===== config.mk =====
export PLATFORM = sky130hd
export DESIGN_NAME = i2s_rx_flat
export DESIGN_NICKNAME = d
export VERILOG_FILES = /design/src/rtl/i2s_rx_if.sv /design/src/rtl/i2s_rx.sv /design/src/flat_wrapper.sv
export SDC_FILE = /design/constraint.sdc
export NUM_CORES = 1
export LEC_CHECK = 0
export CAP_MARGIN = 20
export CORE_UTILIZATION = 59
export CTS_BUF_LIST = sky130_fd_sc_hd__clkbuf_4 sky130_fd_sc_hd__clkbuf_8
export CTS_CLUSTER_DIAMETER = 150
export DETAILED_ROUTE_END_ITERATION = 8
export DONT_BUFFER_PORTS = 1
export PLACE_DENSITY = 0.87
export SETUP_SLACK_MARGIN = 0.02
export SYNTH_ARGS = -nofsm -noshare
export SYNTH_HDL_FRONTEND = slang
export SYNTH_SLANG_ARGS = --single-unit

===== constraint.sdc =====
create_clock -name clk_50MHz -period 4.3 [get_ports clk_50MHz]
set_input_delay 0.43 -clock clk_50MHz [delete_from_list [all_inputs] [get_ports clk_50MHz]]
set_output_delay 0.43 -clock clk_50MHz [all_outputs]
set_load 0.01 [all_outputs]

===== src/rtl/i2s_rx_if.sv =====
// i2s_rx_if: bundle of the I2S capture serial inputs and the parallel sample outputs.
//   i2s_SCLK   bit clock copy (asynchronous to the system clock)
//   i2s_LRCK   word clock, 0 = left, 1 = right
//   i2s_SDATA  serial ADC data, MSB first
//   L_data     last complete left sample
//   R_data     last complete right sample
//   valid      one-cycle pulse when L_data/R_data update
//   frame_err  one-cycle pulse when a word is truncated
// master: codec / consumer side. slave: the receiver.
interface i2s_rx_if #(
  parameter int unsigned WIDTH = 16
);
  logic             i2s_SCLK;
  logic             i2s_LRCK;
  logic             i2s_SDATA;
  logic [WIDTH-1:0] L_data;
  logic [WIDTH-1:0] R_data;
  logic             valid;
  logic             frame_err;

  modport master (
    output i2s_SCLK,
    output i2s_LRCK,
    output i2s_SDATA,
    input  L_data,
    input  R_data,
    input  valid,
    input  frame_err
  );

  modport slave (
    input  i2s_SCLK,
    input  i2s_LRCK,
    input  i2s_SDATA,
    output L_data,
    output R_data,
    output valid,
    output frame_err
  );
endinterface


===== src/rtl/i2s_rx.sv =====
// i2s_rx: Philips-I2S stereo capture into the system clock domain.
// Oversamples the codec bit clock, word clock and ADC data, deserialises left/right
// words and emits one valid strobe per complete stereo pair.
//   clk_50MHz  system clock, all logic on its rising edge
//   reset      asynchronous, active-high reset
//   bus        i2s_rx_if slave: serial inputs in, L_data/R_data/valid/frame_err out
// Pipeline: synchronisers -> bit-event sample -> word FSM -> frame/output stage.
// valid/frame_err appear SYNC_STAGES+2 cycles after the first clock that sees SCLK high.
module i2s_rx #(
  parameter int unsigned WIDTH       = 16,
  parameter int unsigned SYNC_STAGES = 2
) (
  input logic     clk_50MHz,
  input logic     reset,
  i2s_rx_if.slave bus
);

  localparam int unsigned CntW = $clog2(WIDTH + 1);
  localparam logic [CntW-1:0] CntLast = CntW'(WIDTH - 1);

  typedef enum logic [1:0] {
    StSync,
    StCapture,
    StHold
  } state_e;

  // ---------------------------------------------------------------------------
  // Synchronisers and bit-event detection
  // ---------------------------------------------------------------------------
  logic [SYNC_STAGES-1:0] sclk_sync_q;
  logic [SYNC_STAGES-1:0] lrck_sync_q;
  logic [SYNC_STAGES-1:0] sdata_sync_q;
  logic                   sclk_dly_q;
  logic                   bit_rise;

  always_ff @(posedge clk_50MHz or posedge reset) begin
    if (reset) begin
      sclk_sync_q  <= '0;
      lrck_sync_q  <= '0;
      sdata_sync_q <= '0;
      sclk_dly_q   <= 1'b0;
    end else begin
      sclk_sync_q  <= {sclk_sync_q[SYNC_STAGES-2:0], bus.i2s_SCLK};
      lrck_sync_q  <= {lrck_sync_q[SYNC_STAGES-2:0], bus.i2s_LRCK};
      sdata_sync_q <= {sdata_sync_q[SYNC_STAGES-2:0], bus.i2s_SDATA};
      sclk_dly_q   <= sclk_sync_q[SYNC_STAGES-1];
    end
  end

  assign bit_rise = sclk_sync_q[SYNC_STAGES-1] & ~sclk_dly_q;

  // LRCK and SDATA are captured together on the bit event.
  logic bit_ev_q;
  logic lr_smp_q;
  logic sd_smp_q;

  always_ff @(posedge clk_50MHz or posedge reset) begin
    if (reset) begin
      bit_ev_q <= 1'b0;
      lr_smp_q <= 1'b0;
      sd_smp_q <= 1'b0;
    end else begin
      bit_ev_q <= bit_rise;
      if (bit_rise) begin
        lr_smp_q <= lrck_sync_q[SYNC_STAGES-1];
        sd_smp_q <= sdata_sync_q[SYNC_STAGES-1];
      end
    end
  end

  // ---------------------------------------------------------------------------
  // Word FSM
  // ---------------------------------------------------------------------------
  state_e            state_q, state_d;
  logic [WIDTH-1:0]  sh_q, sh_d;
  logic [CntW-1:0]   cnt_q, cnt_d;
  logic              ch_q, ch_d;
  logic              lr_prev_q;
  logic              change;
  logic [WIDTH-1:0]  shifted;

  // Events handed to the frame stage.
  logic              cmp_q, cmp_d;
  logic              cmp_ch_q, cmp_ch_d;
  logic [WIDTH-1:0]  word_q, word_d;
  logic              err_q, err_d;
  logic              clr_q, clr_d;

  assign change  = bit_ev_q & (lr_smp_q != lr_prev_q);
  assign shifted = {sh_q[WIDTH-2:0], sd_smp_q};

  always_ff @(posedge clk_50MHz or posedge reset) begin
    if (reset) begin
      state_q   <= StSync;
      sh_q      <= '0;
      cnt_q     <= '0;
      ch_q      <= 1'b0;
      lr_prev_q <= 1'b0;
      cmp_q     <= 1'b0;
      cmp_ch_q  <= 1'b0;
      word_q    <= '0;
      err_q     <= 1'b0;
      clr_q     <= 1'b0;
    end else begin
      state_q  <= state_d;
      sh_q     <= sh_d;
      cnt_q    <= cnt_d;
      ch_q     <= ch_d;
      cmp_q    <= cmp_d;
      cmp_ch_q <= cmp_ch_d;
      word_q   <= word_d;
      err_q    <= err_d;
      clr_q    <= clr_d;
      if (bit_ev_q) begin
        lr_prev_q <= lr_smp_q;
      end
    end
  end

  always_comb begin
    state_d  = state_q;
    sh_d     = sh_q;
    cnt_d    = cnt_q;
    ch_d     = ch_q;
    cmp_d    = 1'b0;
    cmp_ch_d = ch_q;
    word_d   = shifted;
    err_d    = 1'b0;
    clr_d    = 1'b0;

    unique case (state_q)
      StSync: begin
        // Only the start of a left word brings us into frame.
        if (change && !lr_smp_q) begin
          cnt_d   = '0;
          ch_d    = 1'b0;
          clr_d   = 1'b1;
          state_d = StCapture;
        end
      end

      StCapture: begin
        if (change) begin
          // The bit on the LRCK transition edge is the LSB of the word just ending.
          if (cnt_q == CntLast) begin
            cmp_d = 1'b1;
          end else begin
            err_d = 1'b1;
          end
          cnt_d = '0;
          ch_d  = lr_smp_q;
        end else if (bit_ev_q) begin
          sh_d  = shifted;
          cnt_d = cnt_q + CntW'(1);
          if (cnt_q == CntLast) begin
            cmp_d   = 1'b1;
            state_d = StHold;
          end
        end
      end

      StHold: begin
        // Remaining slot bits are padding; the edge bit of the new word is not data.
        if (change) begin
          cnt_d   = '0;
          ch_d    = lr_smp_q;
          state_d = StCapture;
        end
      end

      default: begin
        state_d = StSync;
      end
    endcase
  end

  // ---------------------------------------------------------------------------
  // Frame pairing and outputs
  // ---------------------------------------------------------------------------
  logic [WIDTH-1:0] lh_q;
  logic             lok_q;
  logic [WIDTH-1:0] l_data_q;
  logic [WIDTH-1:0] r_data_q;
  logic             valid_q;
  logic             ferr_q;

  always_ff @(posedge clk_50MHz or posedge reset) begin
    if (reset) begin
      lh_q     <= '0;
      lok_q    <= 1'b0;
      l_data_q <= '0;
      r_data_q <= '0;
      valid_q  <= 1'b0;
      ferr_q   <= 1'b0;
    end else begin
      valid_q <= 1'b0;
      ferr_q  <= 1'b0;
      if (cmp_q) begin
        if (!cmp_ch_q) begin
          lh_q  <= word_q;
          lok_q <= 1'b1;
        end else if (lok_q) begin
          l_data_q <= lh_q;
          r_data_q <= word_q;
          valid_q  <= 1'b1;
          lok_q    <= 1'b0;
        end
      end
      // A right word without a preceding left word in this frame is dropped silently.
      if (err_q || clr_q) begin
        lok_q <= 1'b0;
      end
      if (err_q) begin
        ferr_q <= 1'b1;
      end
    end
  end

  assign bus.L_data    = l_data_q;
  assign bus.R_data    = r_data_q;
  assign bus.valid     = valid_q;
  assign bus.frame_err = ferr_q;

endmodule

===== src/flat_wrapper.sv =====
// flat-port wrapper written by rule: the top's interface ports become plain ports
module i2s_rx_flat 
#(
  parameter int unsigned WIDTH       = 16,
  parameter int unsigned SYNC_STAGES = 2
)
  (clk_50MHz, reset, bus_i2s_SCLK, bus_i2s_LRCK, bus_i2s_SDATA, bus_L_data, bus_R_data, bus_valid, bus_frame_err);
  i2s_rx_if #(.WIDTH(WIDTH)) bus_i ();
  input logic clk_50MHz;
  input logic reset;
  input wire logic [$bits(bus_i.i2s_SCLK)-1:0] bus_i2s_SCLK;
  input wire logic [$bits(bus_i.i2s_LRCK)-1:0] bus_i2s_LRCK;
  input wire logic [$bits(bus_i.i2s_SDATA)-1:0] bus_i2s_SDATA;
  output wire logic [$bits(bus_i.L_data)-1:0] bus_L_data;
  output wire logic [$bits(bus_i.R_data)-1:0] bus_R_data;
  output wire logic [$bits(bus_i.valid)-1:0] bus_valid;
  output wire logic [$bits(bus_i.frame_err)-1:0] bus_frame_err;
  assign bus_i.i2s_SCLK = bus_i2s_SCLK;
  assign bus_i.i2s_LRCK = bus_i2s_LRCK;
  assign bus_i.i2s_SDATA = bus_i2s_SDATA;
  assign bus_L_data = bus_i.L_data;
  assign bus_R_data = bus_i.R_data;
  assign bus_valid = bus_i.valid;
  assign bus_frame_err = bus_i.frame_err;
  i2s_rx #(.WIDTH(WIDTH), .SYNC_STAGES(SYNC_STAGES)) u_core (.clk_50MHz(clk_50MHz), .reset(reset), .bus(bus_i));
endmodule

# Word-level counts from Yosys, hierarchy flattened
# Cells that the tools add are included.
[word_totals] word_cells=84 input_bits=5 ff_bits=105 output_inout_bits=34
[classes] muxes=30 bitwise_logic=5 addsub=1 eq_ne=11 n_reduce_logical=14
[op_table] op="$mux W5" count=4
[op_table] op="$mux W1" count=18
[op_table] op="$pmux W5 S3" count=1
[op_table] op="$mux W2" count=5
[op_table] op="$ne A2 B1 Y1 const B" count=5
[op_table] op="$reduce_and A3 Y1" count=3
[op_table] op="$pmux W2 S3" count=1
[op_table] op="$add A5 B1 Y5 const B" count=1
[op_table] op="$eq A5 B4 Y1 const B" count=1
[op_table] op="$reduce_and A5 Y1" count=1
[op_table] op="$reduce_and A4 Y1" count=1
[op_table] op="$reduce_bool A2 Y1" count=2
[op_table] op="$ne A3 B1 Y1 const B" count=1
[op_table] op="$not A1 Y1" count=3
[op_table] op="$reduce_bool A3 Y1" count=1
[op_table] op="$and A1 B1 Y1" count=2
[op_table] op="$eq A2 B1 Y1 const B" count=1
[op_table] op="$eq A2 B2 Y1 const B" count=1
[op_table] op="$logic_not A2 Y1" count=1
[op_table] op="$ne A2 B2 Y1 const B" count=1
[op_table] op="$pmux W1 S2" count=1
[op_table] op="$reduce_and A2 Y1" count=1
[op_table] op="$reduce_or A2 Y1" count=1
[op_table] op="$logic_and A1 B1 Y1" count=1
[op_table] op="3 further kinds" count=3

# Logic depth before layout (Yosys ltp)
# Gate-level depths: netlist of run 1.
[depth] ltp_word=5 ltp_mapped=6 mapped_depth_nobuf=6

# Worst setup path after synthesis of run 1
# OpenSTA, ideal clock, no wires.
[synth_timing] kind="reg-to-reg" start="reg u_core.state_q[0]" end="reg u_core.cnt_q[3]" path_buffers=0 arrival_ns=1.575 path_stages_with_launch=6 period_less_slack_ns=1.696 required_ns=4.179 setup_ns=0.121 path_slack_ns=2.604 cell_sequence="dfrtp_1 inv_1 ha_1 a211o_1 a221o_1 a22o_1"
[synth_between] elab_chain_cells=3 word_cells_on_any_way=9 cone_classes="5 x eq/ne; 1 x mux; 3 x reduce/logical"
[synth_rtl] item="start, declared" line_no="i2s_rx.sv:74" rtl="state_e state_q, state_d;"
[synth_rtl] item="start signal, assigned" line_no="i2s_rx.sv:94" rtl="state_q <= StSync;"
[synth_rtl] item="start signal, assigned" line_no="i2s_rx.sv:105" rtl="state_q <= state_d;"
[synth_rtl] item="$eq A2 B1 Y1 (tied with other cells)" line_no="i2s_rx.sv:131" rtl="unique case (state_q)"
[synth_rtl] item="$ne A3 B1 Y1 (no source line) (tied with other cells)"
[synth_rtl] item="$reduce_and A4 Y1 (no source line)"
[synth_rtl] item="end signal, assigned" line_no="i2s_rx.sv:107" rtl="cnt_q <= cnt_d;"
[synth_rtl] item="end, declared" line_no="i2s_rx.sv:76" rtl="logic [CntW-1:0] cnt_q, cnt_d;"
# Parallel ways exist; a longest one is shown, timed or not.
# A chain may end at the register's enable or synchronous reset.

# Worst setup path after layout of run 1
[layout_timing] start="reg u_core.state_q[1]" end="reg u_core.sh_q[12]"
[layout_between] elab_chain_cells=2
[layout_rtl] item="$eq A2 B1 Y1" line_no="i2s_rx.sv:131"
[layout_rtl] item="$reduce_and A3 Y1 (no source line)"
[layout_rtl] item="end signal, assigned" line_no="i2s_rx.sv:95" rtl="sh_q <= '0;"
[layout_rtl] item="end signal, assigned" line_no="i2s_rx.sv:106" rtl="sh_q <= sh_d;"
[layout_rtl] item="end, declared" line_no="i2s_rx.sv:75" rtl="logic [WIDTH-1:0] sh_q, sh_d;"
# No other way between the ends.

==> results.py, run 1 <==
metrics = {
    "clock_network": {
        "cts_buffers": 9,
        "clkTransAtPathRegs_ns": 0.10,
        "clock_latency_ns": 0.38,
        "cts_max_path_buffers": 2,
        "cts_resized": 0,
        "ctsHoldBuffers": 0,
        "cts_tree": "done",
        "cts_max_level": 3,
        "cts-root-buf": "clkbuf_8",
        "post_cts_buffers": 0,
        "clock-sinks": 105,
    },
    "drt": {
        "first_pass_iters": 4,
        "viasPerCell": 5.63,
        "vias": 1841,
        "drc_errors": 0,
        "drt_iter0_markers": 101,
        "ant_nets": 0,
        "routedWlPerCell_um": 16.7,
        "wirelength_um": 5460,
    },
    "synthesis": {
        "ys_types": 32,
        "synth-edff-count": 0,
        "synthCells": 237,
        "syn_nets": 250,
        "synth-seq-area-share_pct": 67.8,
        "netlist.area_leader.share_pct": 67.8,
        "synthFlopType": "dfrtp_1",
        "synthTopCellsByArea": "dfrtp_1 68%, mux2_2 17%, mux2_4 3.9%",
        "avgSynthCellArea_um2": 16.3,
        "synthesis.area_um2": 3870,
        "synth-seq-cells": 105,
        "synth_warnings": 0,
        "async_flop_share_pct": 100,
        "yosysTopAreaCell": "dfrtp_1",
    },
    "floorplan": {
        "coreArea_um2": 6350,
        "dieArea_um2": 6890,
        "ios": 39,
        "die_x_um": 83.0,
        "start_util_pct": 61.0,
        "rows": 29,
        "die_h_um": 83.0,
    },
    "pwr": {
        "p_per_area_nw_per_um2": 465,
        "leakagePower_uw": 0.00212,
        "ir_drop_uv": 315,
    },
    "worst_setup_path": {
        "reg2reg_from": "u_core.state_q[1]$_DFFE_PP0P_",
        "cp_slowest_stage_delay_ns": 0.75,
        "cp-start-kind": "flip-flop",
        "crit_path_cell_trace": "inv_1 -> ha_1 -> and3_1 -> mux2_2",
        "crit_start": "u_core.state_q[1]$_DFFE_PP0P_",
        "cp.arrival_ns": 2.36,
        "cp-end-kind": "flip-flop",
        "worstSetupPathType": "reg -> reg",
        "cp.required_ns": 4.56,
        "cp_slowest_cell": "and3_1",
        "worstPathMaxFanout": 15,
    },
    "sta": {
        "post-route-period-util_pct": 48.9,
        "hold_violations": 0,
        "setup_slack_ns": 2.20,
        "rsz0062_at_grt": "false",
        "tightestPinTransition_ns": 0.836,
        "relSlewSlack_pct": 44.3,
        "period_needed_ns": 2.10,
        "clock_skew_ns": 0.0119,
        "tns_ns": 0,
        "drv_slew": 0,
        "setup_viol_count_final": 0,
        "max_freq_mhz": 475,
    },
    "grt": {
        "gr-total-overflow": 0,
        "grt_max_degree": 68,
        "grt_pass1_wl_um": 9520,
        "track_usage_pct": 18.3,
        "grt_pass1_vias": 1969,
        "antenna_found_initial": 0,
    },
    "finish": {
        "area_growth_pct": 7.17,
        "layout.nets": 258,
        "antenna_cells": 0,
        "layout-drive-gt1-share_pct": 35.6,
    },
    "place": {
        "pre_cts_slack_ns": 2.22,
        "dp_hpwl_um": 3630,
        "gp_congestion": 0.762,
        "io_buffers": 0,
    },
    "status": {
        "status": "complete, no violations",
    },
    "hold_path": {
        "hp-class": "in -> async",
    },
    "flow_run": {
        "max_cap_violations": 0,
    },
}
[layout by cell type (no fill, tap or decap), types with 2 or more instances in the layout]
master and n:
a21oi_1 4, a221o_1 2, a22o_1 4, and3_1 4
buf_4 3, clkbuf_8 9, clkinv_4 2, dfrtp_1 105
ha_1 8, inv_1 8, inv_6 2, inv_8 2
mux2_2 57, mux2_4 10, nand3_1 2, nor2_1 3
nor2b_1 2, nor3_1 2, o211ai_1 2, o21ai_0 3
[final timing paths]
path,cells past startpoint,endpoint,slack [ns]
max,4,u_core.sh_q[12]$_DFFE_PP0P_,2.20
min,1,u_core.sclk_sync_q[1]$_DFF_PP0_,0.07
max reg2reg,4,u_core.sh_q[12]$_DFFE_PP0P_,2.20
min reg2reg,0,u_core.lrck_sync_q[1]$_DFF_PP0_,0.36
max in group asynchronous,2,u_core.lh_q[6]$_DFFE_PP0P_,3.23
min in group clk_50MHz,0,u_core.sdata_sync_q[0]$_DFF_PP0_,0.08
[sequential cells by signal, summed over array words and instances, names as in the netlist, 2 cells and up]
register             count
u_core.lrck_sync_q       2
u_core.bus.L_data       16
u_core.cnt_q             5
u_core.state_q           2
u_core.sh_q             15
u_core.bus.R_data       16
u_core.sdata_sync_q      2
u_core.lh_q             16
u_core.word_q           16
u_core.sclk_sync_q       2
[final cells by class]
type	count	area [um^2]
Clock inverter	6	57.6
Clock buffer	10	131
Timing Repair Buffer	3	22.5
Inverter	9	36.3
Sequential cell	105	2630
Multi-Input combinational cell	117	1180
Tap cell	77	96.3
Fill cell	435	2200
[synthesized netlist by cell type (all sizes together), types with 2 or more instances]
cell type and number:
o211ai 2, nor3 2, clkbuf 3, o21ai 3
nand3 2, a21oi 4, a221o 2, nor2 3
and3 4, nor2b 2, ha 8, inv 9
dfrtp 105, a22o 4, buf 3, mux2 67
[metrics by stage]
stage	instances	util (%)	area [um^2]	total power, uW	hold WS [ns]
CTS	327	65.4	4150	1950	0.0611
floorplan	237	-	3870	1320	0.331
global route	327	65.4	4150	2010	0.0589
finish	327	65.4	4150	1930	0.0660
detailed placement	311	62.4	3960	1370	0.336
global placement	311	62.4	3960	1360	0.332
[logic make-up (layout without fill, tap and decap cells)]
family          after synthesis  count (layout)  synth area share, %
mux                          68              68                 20.7
xor+xnor                      1               1                0.226
compound gates               22              22                 4.30
flops                       105             105                 67.8
fa+ha+maj                     8               8                 2.58
simple gates                 18              18                 2.65
buf+inv                      15              28                 1.71
[critical path, delay by kind of cell (launching register included)]
family                     cells  cell delay, ns
buffers and inverters          1            0.10
DFF                            1            0.44
adders and majority gates      1            0.28
and+or+nand+nor                1            0.75
muxes                          1            0.42
[power breakdown]
| group | internal, uW | switching (uW) | leakage [uW] |
|---|---|---|---|
| logic | 112 | 111 | 0.000597 |
| registers | 1070 | 62.3 | 0.00143 |
| clock network | 231 | 347 | 0.0000987 |
| total | 1410 | 521 | 0.00212 |
[per-layer routing]
layer / vias up / routed length (um) / track usage, %
met4: 0 / 151 / 13.0
li1: 845 / - / -
met2: 34 / 2720 / 28.4
met3: 11 / 157 / 4.27
met1: 951 / 2430 / 22.7
met5: - / 0 / 0
(Power assumes the default switching activity.)
==> run 2, diff against run 1 <==
Clock period 4.3 ns to 2.2 ns, I/O delays scaled along.
==> run 2 against run 1 <==
Against the previous run: first-iteration DRC count grew 0.99%; die area is the same; largest power group unchanged; count of clock-buffer cells in the layout is the same; fmax grew 5.9%.
==> results.py, run 2 (synthesis results as in run 1) <==
metrics = {
    "status": {
        "status": "complete, no violations",
    },
    "sta": {
        "tightestPinTransition_ns": 0.522,
        "rsz0062_at_grt": "false",
        "hold_violations": 0,
        "post-route-period-util_pct": 90.3,
        "setup_viol_count_final": 0,
        "clock_skew_ns": 0.0113,
        "setup_slack_ns": 0.214,
        "hold_ws_ns": 0.355,
        "drv_slew": 0,
        "period_needed_ns": 1.99,
        "relSlewSlack_pct": 65.2,
        "max_freq_mhz": 503,
        "tns_ns": 0,
    },
    "clock_network": {
        "clock-sinks": 105,
        "cts_max_path_buffers": 2,
        "clock_latency_ns": 0.36,
        "cts_max_level": 3,
        "clkTransAtPathRegs_ns": 0.09,
        "cts_tree": "done",
        "cts_buffers": 9,
        "cts-root-buf": "clkbuf_8",
        "post_cts_buffers": 0,
    },
    "worst_setup_path": {
        "cp-end-kind": "flip-flop",
        "path_buf_inv": 1,
        "worstPathMaxFanout": 8,
        "cp.arrival_ns": 2.24,
        "crit_path_cell_trace": "inv_1 -> ha_1 -> nor3_1 -> a21oi_1 -> a211oi_2 -> mux2_2",
        "cp-start-kind": "flip-flop",
        "cp_slowest_cell": "dfrtp_1",
        "worstSetupPathType": "reg -> reg",
        "cp_slowest_stage_delay_ns": 0.43,
        "cp.required_ns": 2.45,
        "cp_top_family": "compound AO/OA/AOI/OAI gates",
    },
    "pwr": {
        "p_per_area_nw_per_um2": 913,
        "ir_drop_uv": 579,
        "leakagePower_uw": 0.00215,
    },
    "grt": {
        "grt_max_degree": 106,
        "gr-total-overflow": 0,
        "grt_pass1_wl_um": 9560,
        "antenna_found_initial": 0,
        "grt_pass1_vias": 2019,
        "track_usage_pct": 18.1,
    },
    "floorplan": {
        "dieArea_um2": 6890,
        "coreArea_um2": 6350,
        "rows": 29,
        "start_util_pct": 61.0,
        "die_h_um": 83.0,
        "die_x_um": 83.0,
        "ios": 39,
    },
    "drt": {
        "ant_nets": 0,
        "first_pass_iters": 4,
        "viasPerCell": 5.70,
        "wirelength_um": 5570,
        "routedWlPerCell_um": 16.8,
        "vias": 1893,
        "drt_iter0_markers": 102,
        "drc_errors": 0,
    },
    "finish": {
        "final_cell_mix": "105 x dfrtp_1, 57 x mux2_2, 10 x mux2_4, 9 x clkbuf_8",
        "final_common_cell": "dfrtp_1",
        "layout-drive-gt1-share_pct": 35.3,
        "antenna_cells": 0,
        "layout.nets": 263,
        "final_util_pct": 66.6,
        "multi_input_area_um2": 1180,
        "area_growth_pct": 9.21,
        "regArea_um2": 2630,
        "n_fill_cell": 402,
    },
    "hold_path": {
        "hp-class": "reg -> reg",
    },
    "place": {
        "io_buffers": 0,
        "dp_hpwl_um": 3600,
        "gp_congestion": 0.736,
        "pre_cts_slack_ns": 0.255,
    },
    "flow_run": {
        "max_cap_violations": 0,
    },
}
-- run 2: report_power, final --
| group | switching (uW) | total, uW | leakage [uW] | internal, uW |
|---|---|---|---|---|
| combinational | 227 | 458 | 0.000620 | 230 |
| clock | 644 | 1200 | 0.000102 | 555 |
| sequential | 123 | 2210 | 0.00143 | 2080 |
| total | 994 | 3860 | 0.00215 | 2870 |
-- run 2: per-stage QoR --
stage,std cells,area (um^2),total power [uW]
2_1_floorplan,237,3880,2580
3_3_place_gp,312,3980,2650
3_5_place_dp,312,3980,2700
4_1_cts,332,4230,3900
5_1_grt,332,4230,4050
6_report,332,4230,3860
-- run 2: layout make-up --
class,instances,share of cell area [%]
Clock inverter,6,1.77
Inverter,9,0.887
Timing Repair Buffer,8,1.95
Sequential cell,105,62.1
Multi-Input combinational cell,117,27.9
Tap cell,77,2.28
Clock buffer,10,3.11
-- run 2: final timing paths --
path,start,end,slack (ns),cells past startpoint
min in group asynchronous,reset,u_core.sclk_sync_q[1]$_DFF_PP0_,0.47,3
max in group asynchronous,reset,u_core.cmp_q$_DFF_PP0_,1.33,3
hold / removal,u_core.sdata_sync_q[0]$_DFF_PP0_,u_core.sdata_sync_q[1]$_DFF_PP0_,0.35,0
setup / recovery,u_core.state_q[1]$_DFFE_PP0P_,u_core.cnt_q[0]$_DFFE_PP0P_,0.21,6
hold reg to reg,u_core.sdata_sync_q[0]$_DFF_PP0_,u_core.sdata_sync_q[1]$_DFF_PP0_,0.35,0
setup reg to reg,u_core.state_q[1]$_DFFE_PP0P_,u_core.cnt_q[0]$_DFFE_PP0P_,0.21,6
-- run 2: timing repair --
action                                 4_1_cts  5_1_grt
resized for setup                            0        0
endpoints found under the hold margin      108        0
hold buffers                                 4        0
-- run 2: metal layers --
| layer | GRT usage [%] | share of wire, % | vias to the layer above |
|---|---|---|---|
| li1 | - | - | 858 |
| met1 | 22.5 | 43 | 990 |
| met2 | 29.0 | 51 | 37 |
| met3 | 4.97 | 3.8 | 8 |
| met4 | 9.56 | 1.7 | 0 |
| met5 | 0 | 0 | - |
